**src/rtl/thiele_xor_sequencer_if.sv**
```systemverilog
// Memory-side bus of the Thiele XOR sequencer: instruction RAM, data RAM and module-table write port.
// Reads return data one cycle after the address; there is no backpressure on any channel.
interface thiele_xor_sequencer_if #(
  parameter int IMEM_AW = 8,
  parameter int DMEM_AW = 10
);
  logic [IMEM_AW-1:0] imem_addr;
  logic [31:0]        imem_rdata;
  logic [DMEM_AW-1:0] dmem_addr;
  logic               dmem_we;
  logic [31:0]        dmem_wdata;
  logic [31:0]        dmem_rdata;
  logic               mod_we;
  logic [5:0]         mod_idx;
  logic [63:0]        mod_mask;

  modport master (
    output imem_addr, dmem_addr, dmem_we, dmem_wdata, mod_we, mod_idx, mod_mask,
    input  imem_rdata, dmem_rdata
  );

  modport slave (
    input  imem_addr, dmem_addr, dmem_we, dmem_wdata, mod_we, mod_idx, mod_mask,
    output imem_rdata, dmem_rdata
  );
endinterface

```
**src/rtl/thiele_xor_sequencer.sv**
```systemverilog
// Fetch/decode/execute controller for the Thiele XOR datapath; THIELE_SEQ_UNKNOWN_TRAP_EN traps undefined opcodes.
// Latency: 2 cycles for PNEW/LOAD/EMIT/NOP/HALT, 4 for XOR_ADD, 5 for XOR_SWAP.
// Backpressure: none; both RAMs are assumed ready every cycle with a fixed one-cycle read latency.
module thiele_xor_sequencer #(
  parameter int IMEM_AW       = 8,
  parameter int DMEM_AW       = 10,
  parameter int MAX_MODULES   = 64,
  parameter int TIMEOUT_LIMIT = 10000
) (
  input  logic                          clk,
  input  logic                          rst,
  input  logic                          start,
  thiele_xor_sequencer_if.master        mem,
  output logic [31:0]                   pc,
  output logic [31:0]                   step_count,
  output logic [31:0]                   num_modules,
  output logic [63:0]                   mu_discovery,
  output logic [63:0]                   mu_execution,
  output logic [63:0]                   mu_total,
  output logic                          busy,
  output logic                          done,
  output logic                          timeout,
  output logic                          trap
);

  localparam logic [7:0] OP_PNEW = 8'h00;
  localparam logic [7:0] OP_LOAD = 8'h0A;
  localparam logic [7:0] OP_ADD  = 8'h0B;
  localparam logic [7:0] OP_SWAP = 8'h0C;
  localparam logic [7:0] OP_EMIT = 8'h0E;
  localparam logic [7:0] OP_HALT = 8'hFF;

  typedef enum logic [3:0] {
    IDLE, FETCH, DECODE, RD_A, RD_B, WR_B, HALTED, TIMEOUT, TRAP
  } state_t;

  state_t             state, state_nxt;
  logic [31:0]        icount, icount_ret;
  logic [7:0]         op_q, a_q, b_q;
  logic [31:0]        op_a_q;
  logic               start_acc, retire, disc_inc, halt_now;
  logic [1:0]         exec_inc;
  logic [DMEM_AW-1:0] d_addr;
  logic               d_we;
  logic [31:0]        d_wdata;
  logic               m_we;
  logic [5:0]         m_idx;
  logic [63:0]        m_mask;

  wire [7:0] dec_op = mem.imem_rdata[31:24];
  wire [7:0] dec_a  = mem.imem_rdata[23:16];
  wire [7:0] dec_b  = mem.imem_rdata[15:8];
  logic unused_instr_bits;
  assign unused_instr_bits = ^mem.imem_rdata[7:0];

  function automatic logic [DMEM_AW-1:0] zext(input logic [7:0] v);
    return {{(DMEM_AW-8){1'b0}}, v};
  endfunction

  always_comb begin
    state_nxt  = state;
    start_acc  = 1'b0;
    retire     = 1'b0;
    disc_inc   = 1'b0;
    halt_now   = 1'b0;
    exec_inc   = 2'd0;
    icount_ret = icount;
    d_addr     = '0;
    d_we       = 1'b0;
    d_wdata    = '0;
    m_we       = 1'b0;
    m_idx      = '0;
    m_mask     = '0;
    case (state)
      IDLE, HALTED, TIMEOUT, TRAP: begin
        if (start) begin
          start_acc = 1'b1;
          state_nxt = FETCH;
        end
      end
      FETCH: state_nxt = DECODE;
      DECODE: begin
        icount_ret = icount + 32'd1;
        case (dec_op)
          OP_PNEW: begin
            retire = 1'b1;
            if (num_modules < 32'(MAX_MODULES)) begin
              m_we     = 1'b1;
              m_idx    = num_modules[5:0];
              m_mask   = (dec_a < 8'd64) ? (64'h1 << dec_a[5:0]) : 64'h0;
              disc_inc = 1'b1;
            end
          end
          OP_LOAD: begin
            retire   = 1'b1;
            d_we     = 1'b1;
            d_addr   = zext(dec_a);
            d_wdata  = {24'h0, dec_b};
            exec_inc = 2'd1;
          end
          OP_ADD, OP_SWAP: begin
            d_addr    = zext(dec_a);
            state_nxt = RD_A;
          end
          OP_EMIT: retire = 1'b1;
          OP_HALT: begin
            halt_now  = 1'b1;
            state_nxt = HALTED;
          end
`ifdef THIELE_SEQ_UNKNOWN_TRAP_EN
          default: state_nxt = TRAP;
`else
          default: retire = 1'b1;
`endif
        endcase
      end
      RD_A: begin
        d_addr    = zext(b_q);
        state_nxt = RD_B;
      end
      RD_B: begin
        d_we   = 1'b1;
        d_addr = zext(a_q);
        if (op_q == OP_SWAP) begin
          d_wdata   = mem.dmem_rdata;
          state_nxt = WR_B;
        end else begin
          d_wdata  = op_a_q ^ mem.dmem_rdata;
          retire   = 1'b1;
          exec_inc = 2'd1;
        end
      end
      WR_B: begin
        // a==b must end at zero, as three sequential XORs on one cell would
        d_we     = 1'b1;
        d_addr   = zext(b_q);
        d_wdata  = (a_q == b_q) ? 32'h0 : op_a_q;
        retire   = 1'b1;
        exec_inc = 2'd3;
      end
      default: state_nxt = IDLE;
    endcase
    if (retire) state_nxt = (icount_ret >= 32'(TIMEOUT_LIMIT)) ? TIMEOUT : FETCH;
  end

  always_ff @(posedge clk or posedge rst) begin
    if (rst) begin
      state        <= IDLE;
      pc           <= '0;
      step_count   <= '0;
      num_modules  <= '0;
      mu_discovery <= '0;
      mu_execution <= '0;
      mu_total     <= '0;
      icount       <= '0;
      op_q         <= '0;
      a_q          <= '0;
      b_q          <= '0;
      op_a_q       <= '0;
    end else begin
      state <= state_nxt;
      if (start_acc) begin
        pc           <= '0;
        step_count   <= '0;
        num_modules  <= '0;
        mu_discovery <= '0;
        mu_execution <= '0;
        mu_total     <= '0;
        icount       <= '0;
      end else begin
        if (state == DECODE) begin
          op_q   <= dec_op;
          a_q    <= dec_a;
          b_q    <= dec_b;
          icount <= icount_ret;
        end
        if (state == RD_A) op_a_q <= mem.dmem_rdata;
        if (retire) begin
          pc         <= pc + 32'd1;
          step_count <= step_count + 32'd1;
        end
        if (disc_inc) begin
          num_modules  <= num_modules + 32'd1;
          mu_discovery <= mu_discovery + 64'd1;
        end
        mu_execution <= mu_execution + {62'd0, exec_inc};
        if (halt_now) mu_total <= mu_discovery + mu_execution;
      end
    end
  end

  assign mem.imem_addr  = pc[IMEM_AW-1:0];
  assign mem.dmem_addr  = d_addr;
  assign mem.dmem_we    = d_we;
  assign mem.dmem_wdata = d_wdata;
  assign mem.mod_we     = m_we;
  assign mem.mod_idx    = m_idx;
  assign mem.mod_mask   = m_mask;

  assign busy    = (state == FETCH) || (state == DECODE) || (state == RD_A) ||
                   (state == RD_B)  || (state == WR_B);
  assign done    = (state == HALTED);
  assign timeout = (state == TIMEOUT);
`ifdef THIELE_SEQ_UNKNOWN_TRAP_EN
  assign trap    = (state == TRAP);
`else
  assign trap    = 1'b0;
`endif

endmodule

```
**src/flat_wrapper.sv**
```systemverilog
// flat-port wrapper written by rule: the top's interface ports become plain ports
module thiele_xor_sequencer_flat 
#(
  parameter int IMEM_AW       = 8,
  parameter int DMEM_AW       = 10,
  parameter int MAX_MODULES   = 64,
  parameter int TIMEOUT_LIMIT = 10000
)
  (clk, rst, start, pc, step_count, num_modules, mu_discovery, mu_execution, mu_total, busy, done, timeout, trap, mem_imem_addr, mem_dmem_addr, mem_dmem_we, mem_dmem_wdata, mem_mod_we, mem_mod_idx, mem_mod_mask, mem_imem_rdata, mem_dmem_rdata);
  thiele_xor_sequencer_if #(.IMEM_AW(IMEM_AW), .DMEM_AW(DMEM_AW)) mem_i ();
  input  logic clk;
  input  logic rst;
  input  logic start;
  output logic [31:0] pc;
  output logic [31:0] step_count;
  output logic [31:0] num_modules;
  output logic [63:0] mu_discovery;
  output logic [63:0] mu_execution;
  output logic [63:0] mu_total;
  output logic busy;
  output logic done;
  output logic timeout;
  output logic trap;
  output wire logic [$bits(mem_i.imem_addr)-1:0] mem_imem_addr;
  output wire logic [$bits(mem_i.dmem_addr)-1:0] mem_dmem_addr;
  output wire logic [$bits(mem_i.dmem_we)-1:0] mem_dmem_we;
  output wire logic [$bits(mem_i.dmem_wdata)-1:0] mem_dmem_wdata;
  output wire logic [$bits(mem_i.mod_we)-1:0] mem_mod_we;
  output wire logic [$bits(mem_i.mod_idx)-1:0] mem_mod_idx;
  output wire logic [$bits(mem_i.mod_mask)-1:0] mem_mod_mask;
  input wire logic [$bits(mem_i.imem_rdata)-1:0] mem_imem_rdata;
  input wire logic [$bits(mem_i.dmem_rdata)-1:0] mem_dmem_rdata;
  assign mem_imem_addr = mem_i.imem_addr;
  assign mem_dmem_addr = mem_i.dmem_addr;
  assign mem_dmem_we = mem_i.dmem_we;
  assign mem_dmem_wdata = mem_i.dmem_wdata;
  assign mem_mod_we = mem_i.mod_we;
  assign mem_mod_idx = mem_i.mod_idx;
  assign mem_mod_mask = mem_i.mod_mask;
  assign mem_i.imem_rdata = mem_imem_rdata;
  assign mem_i.dmem_rdata = mem_dmem_rdata;
  thiele_xor_sequencer #(.IMEM_AW(IMEM_AW), .DMEM_AW(DMEM_AW), .MAX_MODULES(MAX_MODULES), .TIMEOUT_LIMIT(TIMEOUT_LIMIT)) u_core (.clk(clk), .rst(rst), .start(start), .mem(mem_i), .pc(pc), .step_count(step_count), .num_modules(num_modules), .mu_discovery(mu_discovery), .mu_execution(mu_execution), .mu_total(mu_total), .busy(busy), .done(done), .timeout(timeout), .trap(trap));
endmodule
```
**config.mk**
```make
export PLATFORM = sky130hd
export DESIGN_NAME = thiele_xor_sequencer_flat
export DESIGN_NICKNAME = d
export VERILOG_FILES = /design/src/rtl/thiele_xor_sequencer_if.sv /design/src/rtl/thiele_xor_sequencer.sv /design/src/flat_wrapper.sv
export SDC_FILE = /design/constraint.sdc
export NUM_CORES = 1
export LEC_CHECK = 0
export CAP_MARGIN = 40
export CORE_MARGIN = 2
export CORE_UTILIZATION = 52
export DETAILED_ROUTE_END_ITERATION = 12
export GPL_ROUTABILITY_DRIVEN = 0
export GPL_TIMING_DRIVEN = 0
export PLACE_DENSITY_LB_ADDON = 0.1
export SYNTH_ARGS = -nofsm -noshare
export SYNTH_HDL_FRONTEND = slang
export SYNTH_SLANG_ARGS = --single-unit
```
**constraint.sdc**
```tcl
create_clock -name clk -period 14.9 [get_ports clk]
set_input_delay 2.98 -clock clk [delete_from_list [all_inputs] [get_ports clk]]
set_output_delay 2.98 -clock clk [all_outputs]
set_load 0.05 [all_outputs]
```
After elaboration in Yosys (flattened, before gate mapping)
Index checks and enable logic that the tools add are counted.

Muxes and demuxes: 48. Order comparisons: 3. Shift operators: 1. Bitwise logic cells: 2. Reduce and logical (&&, ||, !) cells: 19. Add/subtract/negate cells: 7. Equal/unequal tests: 18.

Operator list (number): two-way mux 64 bit (9); two-way mux 32 bit (11); adder 32 x 1 -> 32 bit (second input constant) (4); case mux 32 bit (3 select lines) (1); adder 64 x 1 -> 64 bit (second input constant) (1); adder 64 x 2 -> 64 bit (1); adder 64 bit (1); << shifter 1 x 6 -> 64 bit (first input constant) (1); == test 8 x 4 -> 1 bit (second input constant) (4); >= comparator 32 x 14 -> 1 bit (second input constant) (1); less-than comparator 32 x 7 -> 1 bit (second input constant) (1); bitwise XOR 32 bit (1); case mux 10 bit (3 select lines) (1); case mux 4 bit (6 select lines) (1); two-way mux 6 bit (3); == test 4 x 3 -> 1 bit (second input constant) (4); two-way mux 8 bit (2); two-way mux 1 bit (12); two-way mux 4 bit (3); == test 4 x 2 -> 1 bit (second input constant) (2); == test 8 bit (1); == test 8 bit (second input constant) (1); zero test 8 bit (1); less-than comparator 8 x 7 -> 1 bit (second input constant) (1); other kinds (20) (30).

Output and inout port bits: 414. Flip-flop bits (word level): 380. Input bits: 67. Word-level logic and storage cells: 110.

Depth between registers and ports, before layout
Depth in word-level cells: 6. Mapped depth: 19.

Least setup slack after synthesis
No wires, ideal clock.

Path kind: input port to output port. Start: input mem_imem_rdata[29]. End: output mem_mod_mask[12]. Required time: 11.920 ns. Path buffers: 3. Stages: 9. Slack: 6.650 ns. Data arrival time: 5.270 ns. Path through: nor4_1 -> and4b_1 -> and3_1 -> clkbuf_1 -> nand2_1 -> or3_1 -> clkbuf_1 -> clkbuf_1 -> nor2_1.

Cells in the longest elaborated chain, start to end: 3.

Ends and longest elaborated chain: start, declared (line flat_wrapper.sv:31) `input wire logic [$bits(mem_i.imem_rdata)-1:0] mem_imem_rdata;`; zero test 8 bit (line thiele_xor_sequencer.sv:84) `case (dec_op)`; two-way mux 64 bit (line thiele_xor_sequencer.sv:84); two-way mux 64 bit (line thiele_xor_sequencer.sv:74) `case (state)`; end, declared (line flat_wrapper.sv:30) `output wire logic [$bits(mem_i.mod_mask)-1:0] mem_mod_mask;`.

Every way passes these cells.

Final worst setup path
Start: input mem_imem_rdata[25]. End: output mem_mod_mask[14].

The elaborated chain is that of the path after synthesis.

==> impl_metrics.toml <==
[outcome]
status = "finished clean"

[power_and_ir_drop]
total_power_mw = 3.29
ir_drop_mv = 0.0945
p_per_area_nw_per_um2 = 112
p_leak_nw = 12.8

[floorplan]
start_util = 0.523
std_cell_rows = 76
die_h_um = 211
io_pins = 481
die_area_um2 = 44700
die_w_um = 211
core_region_area_um2 = 42800

[worst_setup_path]
timing_worst_setup_path_type = "input port to output port"
crit_buf_inv = 5
cp-start-kind = "input port"
cpPeakStageDelay_ns = 0.84
cp_common_cell = "clkbuf_1"
path_max_fanout = 10
critPathRequiredTime_ns = 11.92
cp_top_family = "buffers and inverters"
critical_path.cell_chain = "clkdlybuf4s50_1 > nor4_1 > and4_1 > and3_1 > clkbuf_1 > nand2_1 > or3_1 > clkbuf_1 > clkbuf_1 > nor2_1 > clkdlybuf4s50_1"
cp_data_arrival_time_ns = 6.93
worstSetupEndpointType = "output port"
crit_slowest_cell = "clkdlybuf4s50_1"

[yosys]
synth.avg_cell_area_um2 = 8.48
synth-seq-cells = 379
synthCells = 2640
synth_edf_count = 0
synthArstFlopShare = 1.00
yosys_most_used_dff = "dfrtp_1"
synth_cell_type_count = 72
ys.warnings.count = 0
ys_seq_area_frac = 0.424
synth_area_um2 = 22400

[clock_tree]
clockBufferDepth = 3
path_clk_slew_ns = 0.05
cts_post_setup_buffers_inserted = 0
clk_latency_ns = 0.58
cts_root_buf = "clkbuf_16"
htreeDepth = 2
numCtsBuffers = 43
cts.sinks = 379
cts_hold_buf = 0
cts_tree = "built"
cts_resized = 0

[final_layout]
fin_nets = 3299
syn_to_final_growth_pct = 31.2
nFillCells = 3489
utilization = 0.686
drive_above_1_share = 0.0486
n_antenna_cell = 0

[sta]
finalCritPeriodShare = 0.665
finalCriticalPeriod_ns = 9.91
worst_slack_ns = 4.99
tightest_slew_ns = 1.01
grt_setup_unrepaired = "false"
final_max_slew_viol_count = 0
finalHoldViolCount = 0
worst_clock_skew_ns = 0.0116
finalSetupViolCount = 0
tns_ns = 0
fmax_ghz = 0.101
max_slew_margin = 0.308

[global_route]
grt_pass1_wl_um = 113000
antenna_found_initial = 0
overflow = 0
grt_util_all_layers = 0.320
grt_pass1_vias = 21000
grt_max_degree = 123

[place]
dp_hpwl_um = 54800
portBuffers = 465
pre_cts_ws_ns = 5.06

[routing]
vias_per_cell = 5.85
drtIter0Drc = 1802
ant_nets = 0
drt_first_pass_iters = 7
drt_wl_total_um = 72700
vias = 21900
routedWlPerCell_um = 19.5
drcViolationCount = 0

[job]
drv_cap = 0

[worst_hold_path]
hold_path.class = "flip-flop to flip-flop"
[state kept, by name, summed over array words and instances (netlist names)]
signal,count
u_core.op_q,8
u_core.mu_discovery,64
u_core.pc,32
u_core.num_modules,32
u_core.op_a_q,32
u_core.step_count,32
u_core.a_q,8
u_core.mu_execution,64
u_core.state,3
u_core.icount,32
u_core.b_q,8
u_core.mu_total,64
[power breakdown]
group | internal [mW] | switching [mW]
clock network | 0.679 | 0.438
registers | 1.13 | 0.0880
logic | 0.307 | 0.649
[worst reg2reg max path, stage by stage (launching register included)]
cell and delay, ns:
dfrtp_1 0.45, nor3b_2 0.56, nand2_1 0.20, nor4_2 0.17
buf_4 0.22, inv_1 0.08, nand2_1 0.15, ha_1 0.19
inv_1 0.05, fa_1 0.48, nor2b_1 0.29, nand4_1 0.32
nor3_1 0.52, nand2_1 0.23, nor3_1 0.43, nand3_1 0.30
or3_1 0.39, clkbuf_1 0.22, or3_1 0.35, a21oi_1 0.17
[layer usage]
metal / routed length, um / up-vias / global-route usage
li1: - / 10200 / -
met1: 28700 / 10500 / 0.402
met2: 33600 / 906 / 0.512
met3: 5440 / 252 / 0.0558
met4: 4980 / 0 / 0.202
met5: 0 / - / 0
[synth_stat cells, types with 42 or more instances]
| library cell | instances | area [um^2] |
|---|---|---|
| nand3_1 | 175 | 876 |
| o21ai_0 | 179 | 896 |
| and3_1 | 52 | 325 |
| inv_1 | 42 | 158 |
| xnor2_1 | 84 | 736 |
| ha_1 | 70 | 876 |
| a21oi_1 | 140 | 701 |
| nand2_1 | 349 | 1310 |
| dfrtp_1 | 379 | 9480 |
| clkbuf_1 | 110 | 413 |
| nand4_1 | 65 | 407 |
| nor2_1 | 391 | 1470 |
| or3_1 | 53 | 332 |
| xor2_1 | 164 | 1440 |
[cell families (layout without fill, tap and decap cells)]
logic type,after synthesis,count (layout),share of synthesized area
compound gates,467,467,0.122
simple gates,1256,1256,0.263
buf+inv,174,723,0.0318
xor+xnor,248,248,0.0971
fa+ha+maj,73,73,0.0414
other cells,1,3,0.000168
flops,379,379,0.424
mux,42,42,0.0207
[cells in the final DEF, fill, tap and decap left out, types with 65 or more instances in the layout]
cell type,instances
nand4_1,65
nor2_1,391
o21ai_0,179
dfrtp_1,379
ha_1,70
nand2_1,349
clkdlybuf4s50_1,465
a21oi_1,140
nand3_1,175
xnor2_1,84
xor2_1,164
clkbuf_1,116
[stage by stage]
| step | std cells | cell area (um^2) | hold WS [ns] |
|---|---|---|---|
| 6_report | 3737 | 29400 | 0.483 |
| 5_1_grt | 3737 | 29400 | 0.508 |
| 4_1_cts | 3737 | 29400 | 0.477 |
| 3_5_place_dp | 3661 | 27900 | 0.465 |
| 3_3_place_gp | 3653 | 27700 | 0.461 |
| 2_1_floorplan | 2642 | 22400 | 0.446 |
[worst paths after layout]
check,startpoint,to,slack (ns),cells past startpoint
setup reg to reg,u_core.state[0],u_core.mu_execution[62],9.04,19
max in group asynchronous,rst,u_core.op_a_q[30],10.54,4
hold / removal,u_core.op_q[0],u_core.op_q[0],0.48,2
setup / recovery,mem_imem_rdata[25],mem_mod_mask[14],4.99,11
min in group asynchronous,rst,u_core.mu_execution[13],2.88,2
hold reg to reg,u_core.op_q[0],u_core.op_q[0],0.48,2
[final cells by class]
class / count / area, um^2 / share of cell area
Timing Repair Buffer: 473 / 4790 / 0.163
Clock inverter: 9 / 120 / 0.00409
Inverter: 42 / 165 / 0.00563
Multi-Input combinational cell: 2089 / 12200 / 0.415
Buffer: 132 / 554 / 0.0189
Clock buffer: 67 / 1370 / 0.0466
Tap cell: 546 / 683 / 0.0233
Sequential cell: 379 / 9480 / 0.323
No activity file was read; power rests on OpenSTA's default activity.
